<file path="src/rtl/fix_to_float_pack.sv">
// fix_to_float_pack
// Converts one signed fixed-point word (FRAC_BITS fractional bits) into an
// IEEE-754 single-precision encoding. Sequential normaliser: the magnitude is
// shifted left one bit per cycle until its MSB is set, counting shifts in k.
// The conversion is exact for WIDTH <= 24; wider words are truncated.
module fix_to_float_pack #(
    parameter int WIDTH     = 22,
    parameter int FRAC_BITS = 19
) (
    input  logic             clk,
    input  logic             reset_n,
    input  logic             start,
    input  logic [WIDTH-1:0] data_in,
    output logic [31:0]      result,
    output logic             done,
    output logic             busy
);

    // Shift counter must hold WIDTH-1, the largest possible shift count.
    localparam int KW       = $clog2(WIDTH);
    // Exponent when the captured MSB position needs no shifting.
    localparam int EXP_BIAS = 127 + (WIDTH - 1 - FRAC_BITS);
    // Width of the fraction bits concatenated with a 23-bit zero pad.
    localparam int MW       = WIDTH - 1 + 23;

    typedef enum logic [1:0] {
        IDLE = 2'd0,
        ABS  = 2'd1,
        NORM = 2'd2,
        DONE = 2'd3
    } state_t;

    state_t                  state_q, state_d;
    logic signed [WIDTH-1:0] data_q, data_d;
    logic                    sign_q, sign_d;
    logic        [WIDTH-1:0] mag_q, mag_d;
    logic        [KW-1:0]    k_q, k_d;
    logic        [31:0]      result_q, result_d;
    logic                    done_q, done_d;

    // Two's-complement magnitude; the most negative value maps to 2^(WIDTH-1),
    // which still fits because the result is treated as unsigned.
    function automatic logic [WIDTH-1:0] abs_mag(input logic signed [WIDTH-1:0] x);
        logic [WIDTH-1:0] ux;
        ux = x;
        return x[WIDTH-1] ? (~ux + {{(WIDTH-1){1'b0}}, 1'b1}) : ux;
    endfunction

    // Biased exponent: each left shift lowers the exponent by one.
    function automatic logic [7:0] exp_field(input logic [KW-1:0] k);
        return 8'(EXP_BIAS) - 8'(k);
    endfunction

    // Bits below the (implicit) leading one, left-aligned into 23 bits.
    function automatic logic [22:0] mant_field(input logic [WIDTH-2:0] frac);
        logic [MW-1:0] ext;
        ext = {frac, 23'd0};
        return ext[MW-1 -: 23];
    endfunction

    // Next-state and datapath decisions; every register holds by default.
    always_comb begin
        state_d  = state_q;
        data_d   = data_q;
        sign_d   = sign_q;
        mag_d    = mag_q;
        k_d      = k_q;
        result_d = result_q;
        done_d   = 1'b0;

        case (state_q)
            IDLE: begin
                if (start) begin
                    data_d  = data_in;
                    state_d = ABS;
                end
            end

            ABS: begin
                sign_d  = data_q[WIDTH-1];
                mag_d   = abs_mag(data_q);
                k_d     = '0;
                state_d = NORM;
            end

            NORM: begin
                if (mag_q == '0) begin
                    // Zero never reaches a set MSB; emit +0 directly.
                    result_d = 32'h0000_0000;
                    done_d   = 1'b1;
                    state_d  = DONE;
                end else if (mag_q[WIDTH-1]) begin
                    result_d = {sign_q, exp_field(k_q), mant_field(mag_q[WIDTH-2:0])};
                    done_d   = 1'b1;
                    state_d  = DONE;
                end else begin
                    mag_d = mag_q << 1;
                    k_d   = k_q + 1'b1;
                end
            end

            DONE: begin
                state_d = IDLE;
            end

            default: begin
                state_d = IDLE;
            end
        endcase
    end

    // State and datapath registers, cleared asynchronously on reset.
    always_ff @(posedge clk or negedge reset_n) begin
        if (!reset_n) begin
            state_q  <= IDLE;
            data_q   <= '0;
            sign_q   <= 1'b0;
            mag_q    <= '0;
            k_q      <= '0;
            result_q <= 32'h0000_0000;
            done_q   <= 1'b0;
        end else begin
            state_q  <= state_d;
            data_q   <= data_d;
            sign_q   <= sign_d;
            mag_q    <= mag_d;
            k_q      <= k_d;
            result_q <= result_d;
            done_q   <= done_d;
        end
    end

    assign result = result_q;
    assign done   = done_q;
    assign busy   = (state_q != IDLE);

endmodule

</file>
<file path="config.mk">
export PLATFORM = sky130hd
export DESIGN_NAME = fix_to_float_pack
export DESIGN_NICKNAME = d
export VERILOG_FILES = /design/src/rtl/fix_to_float_pack.sv
export SDC_FILE = /design/constraint.sdc
export NUM_CORES = 1
export LEC_CHECK = 0
export ABC_AREA = 1
export ABC_CLOCK_PERIOD_IN_PS = 1900
export BUFFER_PORTS_ARGS = -buffer_cell sky130_fd_sc_hd__buf_2
export CORE_UTILIZATION = 57
export CTS_CLUSTER_SIZE = 12
export DETAILED_ROUTE_END_ITERATION = 10
export PLACE_DENSITY_LB_ADDON = 0.3
export SYNTH_ARGS = -nofsm -noshare
export SYNTH_HDL_FRONTEND = slang
export SYNTH_SLANG_ARGS = --single-unit
export TNS_END_PERCENT = 100
</file>
<file path="constraint.sdc">
create_clock -name clk -period 1.9 [get_ports clk]
set_input_delay 0.19 -clock clk [delete_from_list [all_inputs] [get_ports clk]]
set_output_delay 0.19 -clock clk [all_outputs]
set_load 0.05 [all_outputs]
</file>
==> flow_metrics.py <==
metrics = {
    "worst_setup_path": {
        "worstPathRequired_ns": 2.13,
        "start_kind": "flip-flop",
        "crit_family": "simple AND/OR/NAND/NOR gates",
        "cp_cell_sequence": "nor2_4 > nand2_2 > nor2_4 > nand3_4 > nand2_1 > nand2_4 > buf_12 > nand2_1 > o21ai_0",
        "cp_slowest_stage_delay_ns": 0.50,
        "cp_num_buf_inv": 1,
        "reg2reg_from": "mag_q[21]",
        "path_max_fanout": 17,
        "rrSetupSlack_ns": 0.19,
        "worst_ep_arrival_time_ns": 1.94,
        "critPathSlowestCell": "dfrtp_1",
        "worstRegToRegCells": 9,
        "critPathCaptureType": "flip-flop",
        "r2r-end": "mag_q[2]",
        "path_class": "reg -> reg",
    },
    "synthesis": {
        "synth_top_family_by_area": "simple AND/OR/NAND/NOR gates",
        "synth_compound_area_share_pct": 11.5,
        "synth_area_mm2": 0.00425,
        "synth_top_area_share_pct": 48.9,
        "synth.distinct_cells": 32,
        "synth.largest_area_cell": "dfrtp_1",
        "synthMuxAreaShare_pct": 1.06,
        "synth_warnings": 0,
        "ys_ff_latch": 83,
        "synth-simple-area-share_pct": 28.1,
        "synth_fa_ha_area_share_pct": 2.36,
        "synth.top_cells.by_area": "dfrtp_1 49%, nand2_1 15%, nor2_1 5.7%, nand3_1 4.9%, inv_1 4.2%",
        "avgSynthCellArea_um2": 7.87,
        "synth_xor_area_share_pct": 0.412,
        "yosysSeqAreaShare_pct": 48.9,
        "netlist_instances": 540,
    },
    "detailed_routing": {
        "wl_per_cell_um": 13.4,
        "drt-initial-drc-count": 215,
        "ant_nets": 0,
        "dr.pass1.iters": 5,
        "routed_wl_um": 9490,
        "viasPerCell": 5.32,
        "drc": 0,
        "vias": 3769,
    },
    "hold_path": {
        "whs_path_depth": 2,
        "hold_end": "data_q[20]",
        "hold_path_class": "in -> reg",
        "min_from": "data_in[20]",
    },
    "timing": {
        "drv_slew": 0,
        "fmax_mhz": 584,
        "period_share_pct": 90.2,
        "fin_tns_setup_ns": 0,
        "setup_viol": 0,
        "finalClockSkew_ns": 0.00726,
        "whs_ns": 0.0708,
        "min_period_ns": 1.71,
        "rsz0062_at_grt": "false",
        "hold_viol_final": 0,
    },
    "cts": {
        "cts_tree": "yes",
        "cts.sinks": 83,
        "h-tree-depth": 3,
        "post_cts_buffers": 0,
        "root_buffer": "clkbuf_8",
        "clock_latency_ns": 0.35,
        "numCtsBuffers": 9,
        "cts_buffer_depth": 2,
        "clk_pin_slew_worst_paths_ns": 0.08,
    },
    "power_and_ir_drop": {
        "leakage_nw": 2.59,
        "power_density_mw_per_mm2": 1920,
        "power_switching_share_pct": 48.6,
        "p_sw_w": 0.00460,
        "peakVddDrop_mv": 0.780,
        "p_seq_share_pct": 33.7,
        "pwr-share-comb_pct": 51.2,
        "p_clk_share_pct": 15.1,
        "power.internal_w": 0.00486,
    },
    "cells_and_area": {
        "diodes": 0,
        "areaGrowthSynthToFinish_pct": 16.1,
        "drive_above_1_share_pct": 19.8,
        "nFillCells": 608,
        "finalNetCount": 639,
    },
    "grt": {
        "antenna_found_initial": 0,
        "grt_pass1_vias": 3454,
        "grt_max_degree": 45,
        "track_usage_pct": 26.3,
        "grt-ovfl-total": 0,
        "grt_pass1_wl_um": 15700,
    },
    "run_status": {
        "status": "completed",
    },
    "placement": {
        "gp_congestion": 0.934,
        "dp_hpwl_um": 6950,
        "portBuffers": 56,
    },
    "die": {
        "fp.dieArea_mm2": 0.00780,
        "rows": 31,
        "coreArea_mm2": 0.00721,
        "initial_core_util_pct": 58.9,
        "die_h_um": 88.3,
        "die_w_um": 88.3,
        "io_pins": 59,
    },
    "run": {
        "drv_cap": 0,
    },
}
[layout by cell type, fill, tap and decap left out, types with 2 or more instances in the layout]
cell type    n
o21ai_2     14
nand4_1      3
nand2_1    169
conb_1       2
clkbuf_8    11
a21oi_1     27
buf_2       55
nor2_4       3
bufinv_16    2
nor2_1      62
mux2_2       4
dfrtp_1     83
nand3_1     42
o211ai_1     2
inv_2        3
inv_1       46
ha_1         8
nand2_2      2
nor2_2       2
nand3b_1     2
buf_12       2
buf_4       16
o21ai_0     30
o21ai_1      4
o22ai_1      4
[cell families after synthesis]
group                      Yosys count
buffers and inverters               70
and+or+nand+nor                    289
muxes                                4
xor gates and xnor gates             2
other                                1
DFF                                 83
adders and majority gates            8
AOI/OAI and AO/OA                   83
[per-layer routing]
metal  track usage, %  vias up  wire [um]
met5                0        -          0
met4             12.5        0        262
met3             3.26       22        476
met2             41.6      126       4370
met1             36.3     1766       4380
li1                 -     1855          -
[Yosys cell counts]
master,instances
xnor2_1,1
nor2_1,65
dfrtp_1,83
a31oi_1,1
nor2_4,2
o211ai_1,2
nand3_4,1
or2_2,1
buf_2,3
o22ai_1,4
clkinv_1,1
inv_4,1
mux2_2,4
ha_1,8
nand3b_1,2
a21oi_4,1
inv_2,1
nand2_1,169
nand2_2,3
o21ai_2,14
nor3_1,1
nand4_1,3
xor2_1,1
o21ai_0,30
clkbuf_1,8
buf_6,5
a21oi_1,27
inv_1,47
nand3_1,42
conb_1,1
buf_4,4
o21ai_1,4
[sequential cells by signal (all words and copies together) (netlist names)]
register,flops
data_q,22
k_q,5
sign_q,1
state_q,2
done,1
result,30
mag_q,22
[cell type report]
type	count	area (um2)	area share [%]
tap	99	124	2.51
multi-input combinational	388	1870	37.9
sequential	83	2080	42.1
clock inverter	4	73.8	1.50
timing repair buffer	74	445	9.03
inverter	50	190	3.86
clock buffer	11	151	3.07
[power groups by stage]
stage               combinational [W]  clock, W  sequential (W)
floorplan                     0.00269         0         0.00401
global placement              0.00464         0         0.00316
detailed placement            0.00477         0         0.00319
CTS                           0.00481   0.00144         0.00317
global route                  0.00541   0.00151         0.00329
finish                        0.00484   0.00143         0.00319
[per-stage QoR]
step | worst slack (ns) | instances | area [um2] | util, % | total power [W]
after CTS | 0.0850 | 709 | 4920 | 68.2 | 0.00943
final | 0.187 | 709 | 4930 | 68.4 | 0.00946
after global placement | 0.0945 | 693 | 4680 | 64.9 | 0.00780
after global routing | 0.00586 | 709 | 4930 | 68.4 | 0.0102
after detailed placement | 0.0220 | 693 | 4680 | 64.9 | 0.00797
after floorplan | 0.177 | 541 | 4250 | - | 0.00669
[how the worst max path moves through the flow]
stage	from	cells past startpoint	endpoint	slack, ns
finish	mag_q[21]	9	mag_q[2]	0.19
global route	data_q[0]	11	mag_q[18]	0.006
CTS	state_q[0]	9	mag_q[14]	0.09
detailed placement	data_q[0]	11	mag_q[12]	0.02
global placement	data_q[0]	11	mag_q[12]	0.09
floorplan	state_q[0]	10	k_q[3]	0.18
[repair_timing]
| action | CTS | global route |
|---|---|---|
| pin swaps | 0 | 0 |
| setup endpoints to repair | 1 | 22 |
| hold buffers | 1 | 0 |
| endpoints found under the hold margin | 25 | 0 |
| gates resized for setup | 1 | 6 |
Power figures use the tool's default switching activity.
